===== src/rtl/pipe_stage_reg_pkg.sv =====
// rtl/pipe_stage_reg_pkg.sv - shared pipeline-stage state type, control word and bubble constants
package pipe_stage_reg_pkg;

    typedef enum logic [1:0] {
        EMPTY = 2'd0,
        FULL  = 2'd1,
        SKID  = 2'd2
    } pipe_state_t;

    typedef struct packed {
        logic [3:0] alu_op;
        logic [4:0] rd;
        logic       reg_write;
        logic       mem_read;
        logic       mem_write;
        logic       branch;
        logic       jump;
        logic [2:0] imm_sel;
    } rv32i_ctrl_word;

    // Bubble decodes as addi x0, x0, 0 so downstream stages see a harmless NOP.
    localparam rv32i_ctrl_word CTRL_BUBBLE = '{
        alu_op:    4'd0,
        rd:        5'd0,
        reg_write: 1'b1,
        mem_read:  1'b0,
        mem_write: 1'b0,
        branch:    1'b0,
        jump:      1'b0,
        imm_sel:   3'd1
    };

    localparam rv32i_ctrl_word IF_ID_BUBBLE  = CTRL_BUBBLE;
    localparam rv32i_ctrl_word ID_EX_BUBBLE  = CTRL_BUBBLE;
    localparam rv32i_ctrl_word EX_MEM_BUBBLE = CTRL_BUBBLE;
    localparam rv32i_ctrl_word MEM_WB_BUBBLE = CTRL_BUBBLE;

    function automatic logic [1:0] state_count(input pipe_state_t s);
        case (s)
            FULL:    return 2'd1;
            SKID:    return 2'd2;
            default: return 2'd0;
        endcase
    endfunction

endpackage


===== src/rtl/pipe_stage_reg.sv =====
// rtl/pipe_stage_reg.sv - valid/ready pipeline stage register with flush and optional skid entry
module pipe_stage_reg
    import pipe_stage_reg_pkg::*;
#(
    parameter int unsigned      WIDTH     = 32,
    parameter bit               SKID      = 1'b1,
    parameter logic [WIDTH-1:0] RESET_VAL = '0
) (
    input  logic             clk,
    input  logic             rst_n,
    input  logic             flush,
    input  logic             in_valid,
    input  logic [WIDTH-1:0] in_data,
    output logic             in_ready,
    output logic             out_valid,
    output logic [WIDTH-1:0] out_data,
    input  logic             out_ready,
    output logic [1:0]       count
);

    pipe_state_t      state_q, state_d;
    logic [WIDTH-1:0] main_q, main_d;
    logic [WIDTH-1:0] skid_q, skid_d;
    logic             in_fire, out_fire;

    assign in_fire  = in_valid & in_ready;
    assign out_fire = out_valid & out_ready;

    always_ff @(posedge clk or negedge rst_n) begin
        if (!rst_n) begin
            state_q <= EMPTY;
            main_q  <= RESET_VAL;
        end else begin
            state_q <= state_d;
            main_q  <= main_d;
        end
    end

    generate
        if (SKID) begin : g_skid
            always_ff @(posedge clk or negedge rst_n) begin
                if (!rst_n) begin
                    skid_q <= RESET_VAL;
                end else begin
                    skid_q <= skid_d;
                end
            end
        end else begin : g_no_skid
            assign skid_q = RESET_VAL;
        end
    endgenerate

    // Flush wins over every transition; a beat accepted in the flush cycle is silently dropped.
    always_comb begin
        state_d = state_q;
        main_d  = main_q;
        skid_d  = skid_q;
        if (flush) begin
            state_d = EMPTY;
            main_d  = RESET_VAL;
            skid_d  = RESET_VAL;
        end else begin
            case (state_q)
                EMPTY: begin
                    if (in_fire) begin
                        main_d  = in_data;
                        state_d = FULL;
                    end
                end
                FULL: begin
                    if (in_fire && out_fire) begin
                        main_d = in_data;
                    end else if (in_fire && SKID) begin
                        skid_d  = in_data;
                        state_d = pipe_stage_reg_pkg::SKID;
                    end else if (out_fire) begin
                        state_d = EMPTY;
                    end
                end
                pipe_stage_reg_pkg::SKID: begin
                    if (out_fire) begin
                        main_d  = skid_q;
                        state_d = FULL;
                    end
                end
                default: begin
                    state_d = EMPTY;
                end
            endcase
        end
    end

    // In skid mode in_ready depends on state only, breaking the out_ready -> in_ready path.
    always_comb begin
        out_valid = (state_q != EMPTY);
        out_data  = main_q;
        count     = state_count(state_q);
        if (SKID) begin
            in_ready = (state_q != pipe_stage_reg_pkg::SKID);
        end else begin
            in_ready = (state_q == EMPTY) | out_ready;
        end
    end

endmodule


===== config.mk =====
export PLATFORM = sky130hd
export DESIGN_NAME = pipe_stage_reg
export DESIGN_NICKNAME = d
export VERILOG_FILES = /design/src/rtl/pipe_stage_reg_pkg.sv /design/src/rtl/pipe_stage_reg.sv
export SDC_FILE = /design/constraint.sdc
export NUM_CORES = 1
export LEC_CHECK = 0
export CORE_MARGIN = 5
export CORE_UTILIZATION = 45
export DETAILED_ROUTE_END_ITERATION = 10
export GPL_ROUTABILITY_DRIVEN = 1
export PLACE_DENSITY = 0.8
export SLEW_MARGIN = 20
export SYNTH_ARGS = -nofsm -noshare
export SYNTH_HDL_FRONTEND = slang
export SYNTH_SLANG_ARGS = --single-unit

===== constraint.sdc =====
create_clock -name clk -period 1.4 [get_ports clk]
set_input_delay 0.14 -clock clk [delete_from_list [all_inputs] [get_ports clk]]
set_output_delay 0.14 -clock clk [all_outputs]
set_load 0.01 [all_outputs]

* After elaboration in Yosys (flattened, before gate mapping)
Index checks and enable logic that the tools add are counted.
** Storage, ports and cells
- Register bits :: 66
- Input bits :: 37
- Output and inout port bits :: 36
- Word-level logic and storage cells :: 39
** Cells by class
- Eq/ne operators :: 9
- Multiplexer cells :: 16
- Bitwise operators :: 2
- Reduce and logical (&&, ||, !) cells :: 9
** Operators with widths (count)
- $mux 32 :: 7
- $pmux 32 s3 :: 1
- $mux 2 :: 6
- $ne 3x3->1 const B :: 4
- $reduce_and 4->1 :: 2
- $pmux 2 s3 :: 1
- $reduce_bool 2->1 :: 3
- $ne 2x2->1 const B :: 2
- $ne 4x4->1 const B :: 1
- $pmux 2 s2 :: 1
- $reduce_bool 4->1 :: 1
- $reduce_and 3->1 :: 1
- $and 1x1->1 :: 2
- $eq 2x1->1 const B :: 1
- $eq 2x2->1 const B :: 1
- $logic_not 2->1 :: 1
- $logic_and 1x1->1 :: 1

* Longest topological paths before layout
- Depth in word-level cells :: 7
- Gate-level depth with buffers :: 7
- Depth with buffers taken out :: 5

* Worst setup path before layout
Ideal clock, no wire load.
- Path kind :: register to register
- From :: register state_q[1]
- To :: register main_q[0], in the netlist out_data[0]
- Setup time :: 0.125 ns
- Arrival time :: 1.408 ns
- Required time :: 1.275 ns
- Slack :: -0.133 ns
- Cell stages (with the launch flop) :: 7
- Path buffers :: 2
- Clock period less this slack :: 1.533 ns
- Cells stage by stage :: dfrtp_1 > nor2b_1 > buf_6 > o21ai_4 > o211ai_4 > buf_6 > mux2_4
** On the way
- Cells in the longest elaborated chain, start to end :: 5
- Elaborated cells on any way between the ends :: 15
- Those cells by class :: eq/ne (6); mux (2); bitwise (2); reduce/logical (5)
** Ends and longest elaborated chain
- start: declaration :: RTL line pipe_stage_reg.sv:21 : pipe_state_t state_q, state_d;
- start signal: assignment :: RTL line pipe_stage_reg.sv:34 : state_q <= state_d;
- $ne 2x2->1 / $reduce_bool 2->1 (equally long branches) :: RTL line pipe_stage_reg.sv:99, pipe_stage_reg.sv:95
- $and 1x1->1, on equally long branches :: RTL line pipe_stage_reg.sv:26, pipe_stage_reg.sv:27
- $logic_and 1x1->1 :: RTL line pipe_stage_reg.sv:71 : if (in_fire && out_fire) begin
- $ne 3x3->1 (no source line)
- $reduce_and 4->1 (no source line)
- end signal: assignment :: RTL line pipe_stage_reg.sv:35 : main_q <= main_d;
- end: declaration :: RTL line pipe_stage_reg.sv:22 : logic [WIDTH-1:0] main_q, main_d;
Parallel ways exist; a longest one is shown, timed or not.
A chain may end at the register's enable or synchronous reset.

* Worst setup path in the final report
- From :: register state_q[1]
- To :: register main_q[2], in the netlist out_data[2]
Same word-level chain as after synthesis.

==> metrics.cfg <==
[cts]
tritoncts_num_sinks=66
cts_max_path_buffers=2
tritoncts=done
cts.root.buffer_cell=sky130_fd_sc_hd__clkbuf_8
numCtsBuffers=9
clkTransAtPathRegs_ns=0.07
cts-htree-levels=3
insertion_delay_ns=0.34

[grt]
grt_start_max_net_pins=67
grt_pass1_wl_um=13000
grt.overflow.total=0
grt_pass1_vias=2568
gr-usage-all-layers_pct=19.3
grt_antenna_before_repair=0

[synthesis]
ys_types=21
ys.warnings.count=0
synth_net_count=301
ys_seq_elements=66
netlist_instances=264
synthesis.area_um2=3050
synthesis.area_per_instance_um2=11.6
synth_sequential_area_ratio_pct=54.1

[pwr]
total_power_mw=4.51
clock_power_share_pct=33.7
power_per_cell_area_nw_per_um2=1000
power.share.sequential_pct=46.5
intPower_mw=3.33
comb_power_share_pct=19.7
power_leakage_nw=2.39
power_switching_share_pct=26.3
worst_ir_drop_on_vdd_v=0.000687
power.switching_mw=1.19

[setup_path]
reg2reg_setup_slack_ns=-0.24
crit_arrival_ns=1.86
slowest_stage=sky130_fd_sc_hd__dfrtp_1
timing.rr.start=state_q[1]
crit_path_end=out_data[2]
crit_path_max_incr_delay_ns=0.42
crit_path_max_fanout=13
crit_path_start=state_q[1]
timing.critical_path.cells=nor2b_4, buf_6, o21ai_4, o211ai_4, buf_12, mux2_4
worstRegToRegCells=6
end_kind=flip-flop
timing.critical_path.required_ns=1.63
crit-reg2reg-capture=out_data[2]
crit_path_start_kind=flip-flop
criticalPathCategory=reg -> reg

[route]
detail-route-antenna-nets=0
drt-vias-per-instance=5.42
drcViolationCount=0
detail_route.iter0.violations=179
totalWireLength_um=8470
drtPass1Iterations=4
vias=2468
detail_route.wl_per_cell_um=18.6

[status]
failed_checks=setup timing
run_status=finished, violations left

[cells_and_area]
antenna-diode-count=0
net_count_of_the_finished_layout=407
final_layout_size_suffix_gt1_share_pct=30.1
final_cell_count_no_fill=455
finalInstanceArea_um2=4510
area.growth.synth_to_final_pct=47.9

[die]
die_height_um=92.3
design.die.area_um2=8530
design.core.area_um2=6680
rows=30
ios=73
floorplan.initialDensity_pct=45.7
die_w_um=92.3

[placement]
placement.cell_area_um2=4030
place.port_buffers=72
dp.final_hpwl_um=5140
placed_cells_incl_taps=421
globalplace.congestion=0.829

[sta]
min_period_ns=1.64
worst_pin_slew_ns=0.373
hold_violations=0
slew_headroom_pct=75.0
clock_skew_ns=0.00680
timing.final.ws_setup_ns=-0.235
max_freq_mhz=612
final-max-slew-violation-count=0
finalSetupViolations=69
worst_hold_slack_ns=0.258
grt_setup_unrepaired=yes
fraction_of_the_cycle_the_final_worst_path_needs_pct=117

[run]
drv_cap=0

[worst_hold_path]
worstHoldPathType=in -> reg
timing.hold.worst.start=flush

per-layer routing:
layer | share of wire, % | track usage, %
met1 | 44 | 26.3
met2 | 49 | 30.2
met3 | 5.1 | 4.71
met4 | 1.8 | 6.68
met5 | 0 | 0
power by group through the flow:
stage	clock [mW]	combinational [mW]	sequential (mW)
floorplan	0	0.342	2.15
global placement	0	0.831	2.13
detailed placement	0	0.852	2.13
CTS	1.54	0.832	2.10
global route	1.63	0.952	2.11
finish	1.52	0.891	2.10
cells by family after synthesis:
kind of cell    count (synthesis)  synth area share (%)
compound gates                 68                  16.0
simple gates                   75                  10.1
flops                          66                  54.1
buf+inv                        22                  3.94
mux                            33                  15.8
flip-flops by register name, summed over array words and instances (netlist names):
signal	flops
out_data	32
skid_q	32
state_q	2
placed cells by master (no fill, tap or decap), drive strengths merged:
| cell | n |
|---|---|
| nand2 | 64 |
| inv | 2 |
| a22o | 32 |
| nor2 | 2 |
| or2 | 1 |
| o211ai | 1 |
| nand2b | 2 |
| mux2i | 1 |
| o21ai | 1 |
| nor2b | 3 |
| dlygate4sd3 | 1 |
| dlymetal6s2s | 13 |
| clkinvlp | 1 |
| clkdlybuf4s50 | 34 |
| mux2 | 32 |
| dlygate4sd2 | 19 |
| buf | 46 |
| a21oi | 34 |
| or2b | 1 |
| dfrtp | 66 |
| nor3 | 2 |
| clkbuf | 17 |
worst min-delay path by stage:
stage                    to  depth (start not counted)  slack [ns]
4_1_cts        out_data[20]                          3        0.21
3_3_place_gp     skid_q[12]                          2        0.18
5_1_grt          state_q[1]                          3        0.31
2_1_floorplan   out_data[0]                          0       -0.16
3_5_place_dp     skid_q[12]                          2        0.18
6_report       out_data[20]                          3        0.26
repair_timing:
item	in CTS	in global routing
hold endpoints to repair	66	0
resized for setup	43	46
hold buffers	1	0
setup endpoints to repair	87	81
setup buffers	6	8
gates cloned	0	4
pin swaps	1	23
worst max-delay path, delay by kind of cell (launching register included):
kind	cells	cell delay (ns)
DFF	1	0.42
buffers and inverters	2	0.32
AOI/OAI and AO/OA	2	0.31
muxes	1	0.30
and+or+nand+nor	1	0.15
through the flow:
stage / worst slack (ns) / util [%] / TNS [ns]
floorplan: -0.111 / - / -3.34
global placement: -0.404 / 60.3 / -19.98
detailed placement: -0.483 / 60.3 / -22.84
CTS: -0.217 / 63.8 / -9.84
global route: -0.278 / 67.5 / -15.92
finish: -0.235 / 67.5 / -12.30
area by class of cell:
type	instances	area [µm²]
Multi-Input combinational cell	176	1350
Inverter	2	7.51
Clock buffer	15	176
Clock inverter	1	7.51
Sequential cell	66	1650
Tap cell	80	100
Fill cell	518	2170
Timing Repair Buffer	115	1210
Yosys cell counts, drive strengths merged:
cell	count	share of area [%]
or2b	1	0.25
a22o	32	9.2
nor2	2	0.25
nand2b	2	0.41
mux2	32	16
inv	2	0.25
buf	13	2.8
clkbuf	7	0.86
dfrtp	66	54
o211ai	1	0.70
o21ai	1	0.53
nand2	64	7.9
or2	1	0.21
a21oi	34	5.6
nor3	2	0.49
nor2b	3	0.62
mux2i	1	0.33
Power figures use the tool's default switching activity.
